### config.mk
export PLATFORM = sky130hd
export DESIGN_NAME = irrigacao_multizona_flat
export DESIGN_NICKNAME = d
export VERILOG_FILES = /design/src/rtl/irrigacao_multizona_if.sv /design/src/rtl/irrigacao_multizona.sv /design/src/flat_wrapper.sv
export SDC_FILE = /design/constraint.sdc
export NUM_CORES = 1
export LEC_CHECK = 0
export CAP_MARGIN = 20
export CORE_ASPECT_RATIO = 0.6
export CORE_UTILIZATION = 57
export DETAILED_ROUTE_END_ITERATION = 8
export HOLD_SLACK_MARGIN = 0.1
export PLACE_DENSITY_LB_ADDON = 0.2
export SLEW_MARGIN = 20
export SYNTH_ARGS = -nofsm -noshare
export SYNTH_HDL_FRONTEND = slang
export SYNTH_SLANG_ARGS = --single-unit
### constraint.sdc
create_clock -name clk -period 3.7 [get_ports clk]
set_input_delay 0.74 -clock clk [delete_from_list [all_inputs] [get_ports clk]]
set_output_delay 0.74 -clock clk [all_outputs]
set_load 0.005 [all_outputs]
### src/rtl/irrigacao_multizona_if.sv
// rtl/irrigacao_multizona_if.sv - per-zone request handshake for the multi-zone irrigation executor
interface irrigacao_multizona_if #(
    parameter int N_ZONAS = 4,
    parameter int TEMPO_W = 16
);
    logic [N_ZONAS-1:0]         req_valid;
    logic [N_ZONAS*TEMPO_W-1:0] req_tempo_ms;
    logic [N_ZONAS-1:0]         req_ready;

    modport master (output req_valid, output req_tempo_ms, input  req_ready);
    modport slave  (input  req_valid, input  req_tempo_ms, output req_ready);
endinterface

### src/rtl/irrigacao_multizona.sv
// rtl/irrigacao_multizona.sv - multi-zone valve/pump sequencer with round-robin service and level hysteresis
module irrigacao_multizona #(
    parameter int N_ZONAS      = 4,
    parameter int TEMPO_W      = 16,
    parameter int CICLOS_MS    = 50000,
    parameter int T_ABRE_MS    = 20,
    parameter int NIVEL_MIN    = 20,
    parameter int NIVEL_RETOMA = 30
) (
    input  logic                         clk,
    input  logic                         rst,
    irrigacao_multizona_if.slave         req,
    input  logic [7:0]                   sensor_nivel,
    input  logic                         parar,
    output logic [N_ZONAS-1:0]           valvula,
    output logic                         bomba_on,
    output logic [$clog2(N_ZONAS)-1:0]   zona_ativa,
    output logic [TEMPO_W-1:0]           tempo_restante_ms,
    output logic                         ocupado,
    output logic [N_ZONAS-1:0]           done,
    output logic                         alerta_nivel_baixo
);
    localparam int ZW = $clog2(N_ZONAS);
    localparam int PW = $clog2(CICLOS_MS + 1);
    localparam int AW = $clog2(T_ABRE_MS + 1);
    localparam logic [N_ZONAS-1:0] UM = N_ZONAS'(1);

    typedef enum logic [1:0] {IDLE, ABRE, BOMBEANDO, PAUSA} estado_t;
    estado_t estado, estado_n;

    logic [N_ZONAS-1:0] pendente;
    logic [TEMPO_W-1:0] tempo [N_ZONAS];
    logic [ZW-1:0]      ptr;
    logic [PW-1:0]      pre_cnt;
    logic [AW-1:0]      abre_cnt;
    logic               tick;
    logic               fim;
    logic               concede;
    logic               grant_ok;
    logic [ZW-1:0]      vencedor;
    logic [N_ZONAS-1:0] pronto;
    logic [N_ZONAS-1:0] aceita;
    logic [N_ZONAS-1:0] limpa;

    assign tick = (pre_cnt == PW'(CICLOS_MS - 1));
    assign fim  = (estado == BOMBEANDO) && tick && (tempo_restante_ms == TEMPO_W'(1));
    assign req.req_ready = pronto;

    // Zero-length requests are dropped at the door so they never occupy the queue.
    always_comb begin
        pronto = '0;
        aceita = '0;
        for (int i = 0; i < N_ZONAS; i++) begin
            pronto[i] = !pendente[i] && !(ocupado && zona_ativa == ZW'(i));
            aceita[i] = req.req_valid[i] && pronto[i] &&
                        (req.req_tempo_ms[i*TEMPO_W +: TEMPO_W] != '0);
        end
    end

    // Scan downward so the last hit is the first pending zone at or after ptr.
    always_comb begin
        int idx;
        grant_ok = 1'b0;
        vencedor = '0;
        idx      = 0;
        for (int k = N_ZONAS - 1; k >= 0; k--) begin
            idx = int'(ptr) + k;
            if (idx >= N_ZONAS) idx = idx - N_ZONAS;
            if (pendente[ZW'(idx)]) begin
                grant_ok = 1'b1;
                vencedor = ZW'(idx);
            end
        end
    end

    always_comb begin
        estado_n = estado;
        case (estado)
            IDLE:      if (!alerta_nivel_baixo && grant_ok) estado_n = ABRE;
            ABRE:      if (tick && abre_cnt == AW'(T_ABRE_MS - 1)) estado_n = BOMBEANDO;
            BOMBEANDO: if (fim) estado_n = IDLE;
                       else if (alerta_nivel_baixo) estado_n = PAUSA;
            PAUSA:     if (!alerta_nivel_baixo) estado_n = BOMBEANDO;
            default:   estado_n = IDLE;
        endcase
        if (parar && estado != IDLE) estado_n = IDLE;
        concede = (estado == IDLE) && (estado_n == ABRE);
        limpa   = concede ? (UM << vencedor) : '0;
    end

    always_ff @(posedge clk) begin
        if (rst) estado <= IDLE;
        else     estado <= estado_n;
    end

    always_ff @(posedge clk) begin
        if (rst) begin
            pendente           <= '0;
            ptr                <= '0;
            pre_cnt            <= '0;
            abre_cnt           <= '0;
            valvula            <= '0;
            bomba_on           <= 1'b0;
            zona_ativa         <= '0;
            tempo_restante_ms  <= '0;
            ocupado            <= 1'b0;
            done               <= '0;
            alerta_nivel_baixo <= 1'b0;
            for (int i = 0; i < N_ZONAS; i++) tempo[i] <= '0;
        end else begin
            if (sensor_nivel < 8'(NIVEL_MIN))           alerta_nivel_baixo <= 1'b1;
            else if (sensor_nivel >= 8'(NIVEL_RETOMA))  alerta_nivel_baixo <= 1'b0;

            // Prescaler restarts on every state entry, so a ms interrupted by a pause is lost.
            if (estado_n != estado || tick) pre_cnt <= '0;
            else                            pre_cnt <= pre_cnt + PW'(1);
            if (estado_n != estado) abre_cnt <= '0;
            else if (tick)          abre_cnt <= abre_cnt + AW'(1);

            for (int i = 0; i < N_ZONAS; i++)
                if (aceita[i]) tempo[i] <= req.req_tempo_ms[i*TEMPO_W +: TEMPO_W];
            pendente <= (pendente | aceita) & ~limpa;
            done     <= '0;
            bomba_on <= (estado_n == BOMBEANDO);

            if (concede) begin
                ptr               <= (vencedor == ZW'(N_ZONAS - 1)) ? '0 : vencedor + ZW'(1);
                zona_ativa        <= vencedor;
                tempo_restante_ms <= tempo[vencedor];
                valvula           <= UM << vencedor;
                ocupado           <= 1'b1;
            end else if (estado != IDLE && estado_n == IDLE) begin
                valvula           <= '0;
                zona_ativa        <= '0;
                tempo_restante_ms <= '0;
                ocupado           <= 1'b0;
                if (fim && !parar) done[zona_ativa] <= 1'b1;
            end else if (estado == BOMBEANDO && tick) begin
                tempo_restante_ms <= tempo_restante_ms - TEMPO_W'(1);
            end
        end
    end
endmodule

### src/flat_wrapper.sv
// flat-port wrapper written by rule: the top's interface ports become plain ports
module irrigacao_multizona_flat 
#(
    parameter int N_ZONAS      = 4,
    parameter int TEMPO_W      = 16,
    parameter int CICLOS_MS    = 50000,
    parameter int T_ABRE_MS    = 20,
    parameter int NIVEL_MIN    = 20,
    parameter int NIVEL_RETOMA = 30
)
  (clk, rst, sensor_nivel, parar, valvula, bomba_on, zona_ativa, tempo_restante_ms, ocupado, done, alerta_nivel_baixo, req_req_valid, req_req_tempo_ms, req_req_ready);
  irrigacao_multizona_if #(.N_ZONAS(N_ZONAS), .TEMPO_W(TEMPO_W)) req_i ();
  input  logic clk;
  input  logic rst;
  input  logic [7:0] sensor_nivel;
  input  logic parar;
  output logic [N_ZONAS-1:0] valvula;
  output logic bomba_on;
  output logic [$clog2(N_ZONAS)-1:0] zona_ativa;
  output logic [TEMPO_W-1:0] tempo_restante_ms;
  output logic ocupado;
  output logic [N_ZONAS-1:0] done;
  output logic alerta_nivel_baixo;
  input wire logic [$bits(req_i.req_valid)-1:0] req_req_valid;
  input wire logic [$bits(req_i.req_tempo_ms)-1:0] req_req_tempo_ms;
  output wire logic [$bits(req_i.req_ready)-1:0] req_req_ready;
  assign req_i.req_valid = req_req_valid;
  assign req_i.req_tempo_ms = req_req_tempo_ms;
  assign req_req_ready = req_i.req_ready;
  irrigacao_multizona #(.N_ZONAS(N_ZONAS), .TEMPO_W(TEMPO_W), .CICLOS_MS(CICLOS_MS), .T_ABRE_MS(T_ABRE_MS), .NIVEL_MIN(NIVEL_MIN), .NIVEL_RETOMA(NIVEL_RETOMA)) u_core (.clk(clk), .rst(rst), .req(req_i), .sensor_nivel(sensor_nivel), .parar(parar), .valvula(valvula), .bomba_on(bomba_on), .zona_ativa(zona_ativa), .tempo_restante_ms(tempo_restante_ms), .ocupado(ocupado), .done(done), .alerta_nivel_baixo(alerta_nivel_baixo));
endmodule
Word level (Yosys, flattened, before mapping)
Memory sizes are Yosys's and may differ from the RTL's.
Cells that the tools add are included.
W data, S select, Z words.

cells by class
  equality and inequality tests = 13
  shift operators = 1
  multiplexer cells = 64
  add/subtract/negate cells = 11
  order comparisons = 12
  bitwise gates (word level) = 9
  reductions and logical operators = 50

operator list
  operator                 count
  $mux W16                 7
  $reduce_bool A16 Y1      4
  $mux W2                  17
  $mux W1                  31
  $logic_and A1 B1 Y1      25
  $add A16 B1 Y16 const B  1
  $eq A16 B1 Y1 const B    1
  $eq A16 B16 Y1 const B   1
  $lt A2 B4 Y1 const B     4
  $sub A16 B1 Y16 const B  1
  $eq A2 B2 Y1 const B     6
  $mux W4                  3
  $logic_not A1 Y1         10
  $ge A3 B3 Y1 const B     3
  $bmux W1 S2              4
  $ge A8 B5 Y1 const B     1
  $lt A8 B5 Y1 const B     1
  $pmux W2 S4              1
  $sub A2 B1 Y2 const B    4
  $add A2 B2 Y3 const B    2
  $eq A2 B1 Y1 const B     3
  $logic_not A2 Y1         3
  $reduce_bool A2 Y1       3
  $add A5 B1 Y5 const B    1
  18 further kinds         23

storage, ports and cells
  logic and storage cells = 173
  memories = 1
  bits in registers = 58
  memory bits (writable) = 64

memory list
  memory        words  width  rd ports  clocked after memory_dff  wr ports  line                       RTL
  u_core.tempo  4      16     1         0                         4         irrigacao_multizona.sv:32  logic [TEMPO_W-1:0] tempo [N_ZONAS];

Logic depth before layout (Yosys ltp)
  depth after elaboration = 19
  mapped depth = 10

Worst setup path after synthesis
Ideal clock, no wire load.

  path type = register to register
  from = register u_core.pre_cnt[0]
  to = register u_core.done[2]
  library setup time = 0.064 ns
  stages on the path, launching flop included = 10
  path slack = 1.565 ns
  arrival = 2.071 ns
  period minus slack after synthesis = 2.135 ns
  path through = dfxtp_1 -> ha_1 -> and3_1 -> clkbuf_1 -> and4_1 -> buf_4 -> nand2_1 -> or4_4 -> or2_1 -> nor2_1

on the way
  longest elaborated chain between the ends = 10
  elaborated cells on any way between the ends = 16

RTL lines
  item                                   line                        RTL
  start: declaration                     irrigacao_multizona.sv:34   logic [PW-1:0] pre_cnt;
  start signal: assignment               irrigacao_multizona.sv:116  else pre_cnt <= pre_cnt + PW'(1);
  $eq A16 B16 Y1 (*)                     irrigacao_multizona.sv:45   assign tick = (pre_cnt == PW'(CICLOS_MS - 1));
  $logic_and A1 B1 Y1 (2 in a row)       irrigacao_multizona.sv:46   assign fim = (estado == BOMBEANDO) && tick && (tempo_restante_ms == TEMPO_W'(1));
  $mux W2                                irrigacao_multizona.sv:81   BOMBEANDO: if (fim) estado_n = IDLE;
  $pmux W2 S4                            irrigacao_multizona.sv:78   case (estado)
  $mux W2                                irrigacao_multizona.sv:86   if (parar && estado != IDLE) estado_n = IDLE;
  $logic_not A2 Y1                       irrigacao_multizona.sv:132  end else if (estado != IDLE && estado_n == IDLE) begin
  $logic_and A1 B1 Y1                    irrigacao_multizona.sv:132
  $not A1 Y1 (no source line)            --
  $reduce_or A4 Y1 (no source line) (*)  --
  end signal: assignment                 irrigacao_multizona.sv:107  done <= '0;
  end signal: assignment                 irrigacao_multizona.sv:123  done <= '0;
  end signal: indexed assignment         irrigacao_multizona.sv:137  if (fim && !parar) done[zona_ativa] <= 1'b1;
  end: declaration                       irrigacao_multizona.sv:20   output logic [N_ZONAS-1:0] done,

Mark *: on every way between the ends. The rest lies on a longest branch, timed or not.
A chain may end at the register's enable or synchronous reset.

Final worst setup path
  from = register u_core.pendente[0]
  to = register u_core.tempo_restante_ms[8]

on the way
  longest elaborated chain between the ends = 15
  elaborated cells on any way between the ends = 32

RTL lines
  item                                        line                        RTL
  start: declaration                          irrigacao_multizona.sv:31   logic [N_ZONAS-1:0] pendente;
  start signal: assignment                    irrigacao_multizona.sv:122  pendente <= (pendente | aceita) & ~limpa;
  $bmux W1 S2                                 irrigacao_multizona.sv:69   if (pendente[ZW'(idx)]) begin
  $mux W1 (implied by the code) (2 in a row)  irrigacao_multizona.sv:69
  $mux W1 (4 in a row)                        irrigacao_multizona.sv:69
  $logic_and A1 B1 Y1                         irrigacao_multizona.sv:79   IDLE: if (!alerta_nivel_baixo && grant_ok) estado_n = ABRE;
  $mux W2                                     irrigacao_multizona.sv:79
  $pmux W2 S4                                 irrigacao_multizona.sv:78
  $mux W2                                     irrigacao_multizona.sv:86
  $logic_not A2 Y1                            irrigacao_multizona.sv:132
  $logic_and A1 B1 Y1                         irrigacao_multizona.sv:132
  $mux W16                                    irrigacao_multizona.sv:132
  $mux W16                                    irrigacao_multizona.sv:126  if (concede) begin
  end signal: assignment                      irrigacao_multizona.sv:129  tempo_restante_ms <= tempo[vencedor];
  end signal: assignment                      irrigacao_multizona.sv:139  tempo_restante_ms <= tempo_restante_ms - TEMPO_W'(1);
  end: declaration                            irrigacao_multizona.sv:18   output logic [TEMPO_W-1:0] tempo_restante_ms,

Parallel ways exist; a longest one is shown, timed or not. The select of a mux whose other input is x is not followed.

==> results_dict.tcl <==
set metrics [dict create \
    totalWireLength_um 15400 \
    netlist_area_um2 5980 \
    power.leakage_uw 0.00284 \
    critical_path.cell_chain "nor4_1 > nor4_2 > buf_4 > nor2_1 > nand2_1 > a21boi_0 > a211oi_1" \
    most_instantiated_flip_flop_cell_in_the_synthesis_netlist "sky130_fd_sc_hd__edfxtp_1" \
    worstHoldPathCells 1 \
    seqPwrFrac 0.373 \
    area.growth.synth_to_final_pct 29.6 \
    ys_warn_count 0 \
    antenna-diode-count 0 \
    power.switching_uw 1660 \
    yosys_register_bits 122 \
    post_synth_num_cell_types 60 \
    chipWidth_um 134 \
    arrival_time_of_the_worst_setup_path_ns 3.23 \
    hold_class "reg2reg" \
    worst-slew-pin-transition_ns 0.849 \
    setup_viol_count_final 0 \
    h_tree_levels 4 \
    routed_wirelength_normalized_by_instance_count_um 18.9 \
    gpl.final_weighted_congestion 0.911 \
    synth_edf_count 64 \
    grt_setup_unrepaired "no" \
    drc_errors 0 \
    finalClockSkew_ns 0.00656 \
    drt.antenna.violating_nets 0 \
    swShare 0.335 \
    cts.clk_slew.worst_paths_ns 0.06 \
    timing.slew.headroom 0.433 \
    max-vdd-ir-drop_uv 397 \
    tritoncts_num_sinks 122 \
    required_ns 4.04 \
    drive_above_1_share 0.0987 \
    die_height_um 81.4 \
    synth-async-reset-ratio 0 \
    critical_path.startpoint_type "flop" \
    initial_utilization 0.597 \
    crit_path_end "u_core.tempo_restante_ms[8]$_SDFFE_PP0P_" \
    detailedRoute.firstPassIterationCount 5 \
    cap_viol_max_count 0 \
    status "complete, no violations" \
    worst_path_largest_cell_delay_ns 0.70 \
    synth.net_count 643 \
    clkLatencyLatePin_ns 0.42 \
    tns_setup_ns 0 \
    grt.overflow.total 0 \
    clock_power_share 0.312 \
    worst_setup_path_startpoint "u_core.pendente[0]$_SDFF_PP0_" \
    nNetsFinal 753 \
    cp_num_buf_inv 1 \
    final_cells 814 \
    multiInputGateArea_um2 2760 \
    timing.final.max_slew_violations 0 \
    antenna_violations_before_repair 0 \
    route.vias.total 4929 \
    detail_route.vias_per_cell 6.06 \
    synthCells 556 \
    grt_max_degree 29 \
    fmaxAchievable_mhz 346 \
    yosys.area.top_type "sky130_fd_sc_hd__edfxtp_1" \
    grt_pass1_wl_um 24100 \
    power_report.internal_total_uw 3290 \
    avgSynthCellArea_um2 10.8 \
    final_critical_delay_including_setup_and_external_delays_ns 2.89 \
    rr_endpoint "u_core.tempo_restante_ms[8]$_SDFFE_PP0P_" \
    ff_latch_area_um2 3080 \
    number_of_buffers_inserted_by_hold_repair_at_cts 0 \
    timing.reg2reg.worst_path_depth 7 \
    comb_power_share 0.316 \
    r2r_start "u_core.pendente[0]$_SDFF_PP0_" \
    via_count_of_the_first_global_routing_pass 4544 \
    violation_count_after_the_first_detailed_routing_iteration 497 \
    buffer_ports.inserted 110 \
    post_cts.resized_instances 0 \
    path_max_fanout 22 \
    cts_tree "yes" \
    cts_root_buffer "sky130_fd_sc_hd__clkbuf_16" \
    post-synth-top-count-cell "sky130_fd_sc_hd__and2_1" \
    dieArea_um2 10900 \
    postCtsSetupBuffers 0 \
    fp.coreArea_um2 10000 \
    power_density_nw_per_um2 638 \
    hold_violations 0 \
    worstSetupPathDepth 7 \
    post-place-cells 782 \
    yosys.area.top_type_share 0.321 \
    ys_top_cells_by_area "sky130_fd_sc_hd__edfxtp_1, sky130_fd_sc_hd__dfxtp_1, sky130_fd_sc_hd__and2_1" \
    number_of_buffers_created_by_cts 17 \
    kind_of_cell_with_the_highest_combined_delay_on_the_critical_path "simple AND/OR/NAND/NOR gates" \
    grtUsageTotal 0.300 \
    crit_slowest_cell "sky130_fd_sc_hd__nor4_1" \
    synth_seq_area_share 0.515 \
    cts.path.max_buffers 2 \
    worst-setup-path-type "reg2reg" \
    final.period_utilization 0.782 \
    count_of_standard_cell_rows 28 \
    i_o_pins 112 \
    worstSetupEndpointType "flop" \
    reg2reg_slack_ns 0.81 \
    layout.filler_cells 649 \
    netlist_top_cells_count "sky130_fd_sc_hd__and2_1, sky130_fd_sc_hd__edfxtp_1, sky130_fd_sc_hd__dfxtp_1" \
    hpwl_um 11300 \
]
==> stage by stage <==
stage	total power, uW	hold WS, ns	util	instance area (um2)	setup WS, ns
6_report	4950	0.442	0.774	7750	0.808
2_1_floorplan	2800	0.413	-	5980	1.56
4_1_cts	4920	0.448	0.774	7750	0.888
3_3_place_gp	3340	0.423	0.719	7210	0.831
3_5_place_dp	3390	0.437	0.719	7210	0.721
5_1_grt	5160	0.486	0.774	7750	0.578
==> state kept, by name, indices dropped and copies added, names as in the netlist, 4 cells and up <==
register,count
u_core.abre_cnt,5
u_core.done,4
u_core.pendente,4
u_core.pre_cnt,16
u_core.tempo,64
u_core.tempo_restante_ms,16
u_core.valvula,4
==> power groups by stage <==
stage                     clock, uW  sequential, uW  combinational, uW
final                          1540            1850               1560
after global routing           1600            1870               1690
after CTS                      1540            1830               1550
after detailed placement          0            1860               1530
after global placement            0            1850               1490
after floorplan                   0            1800               1000
==> metal layers <==
metal | global-route usage | share of wire | wire length [um] | up-vias
met5 | 0 | 0 | 0 | -
li1 | - | - | - | 2291
met2 | 0.441 | 0.42 | 6450 | 253
met3 | 0.0836 | 0.099 | 1530 | 18
met1 | 0.427 | 0.47 | 7240 | 2367
met4 | 0.0955 | 0.013 | 203 | 0
==> logic make-up (layout without fill, tap and decap cells) <==
family | Yosys count | after routing | synth area share
flops | 122 | 122 | 0.515
compound gates | 89 | 89 | 0.108
simple gates | 239 | 239 | 0.237
xor+xnor | 25 | 25 | 0.0366
fa+ha+maj | 8 | 8 | 0.0167
mux | 35 | 35 | 0.0594
buf+inv | 38 | 161 | 0.0270
==> layout make-up <==
type,count,share of cell area
multi-input combinational,396,0.356
timing repair buffer,115,0.147
tap,135,0.0218
clock buffer,17,0.0549
sequential,122,0.398
clock inverter,15,0.0160
inverter,14,0.00678
==> cells in the final DEF (no fill, tap or decap), drive strengths merged, types with 8 or more instances in the layout <==
master / n
ha: 8
edfxtp: 64
o21ai: 12
mux2i: 31
and2: 67
nand3: 10
nor4: 21
nor2: 53
clkbuf: 17
nand4: 11
nor3: 22
inv: 18
xnor2: 12
xor2: 13
o22a: 9
clkdlybuf4s50: 110
nand2: 20
dfxtp: 58
a21oi: 17
==> worst min-delay path by stage <==
stage,start,to,slack (ns)
finish,u_core.pre_cnt[0]$_SDFF_PP0_,u_core.pre_cnt[0]$_SDFF_PP0_,0.44
global route,u_core.pre_cnt[0]$_SDFF_PP0_,u_core.pre_cnt[0]$_SDFF_PP0_,0.49
CTS,u_core.pre_cnt[0]$_SDFF_PP0_,u_core.pre_cnt[0]$_SDFF_PP0_,0.45
detailed placement,u_core.pre_cnt[0]$_SDFF_PP0_,u_core.pre_cnt[0]$_SDFF_PP0_,0.44
global placement,u_core.pre_cnt[0]$_SDFF_PP0_,u_core.pre_cnt[0]$_SDFF_PP0_,0.42
floorplan,u_core.pre_cnt[0]$_SDFF_PP0_,u_core.pre_cnt[0]$_SDFF_PP0_,0.41
No activity file was read; power rests on OpenSTA's default activity.
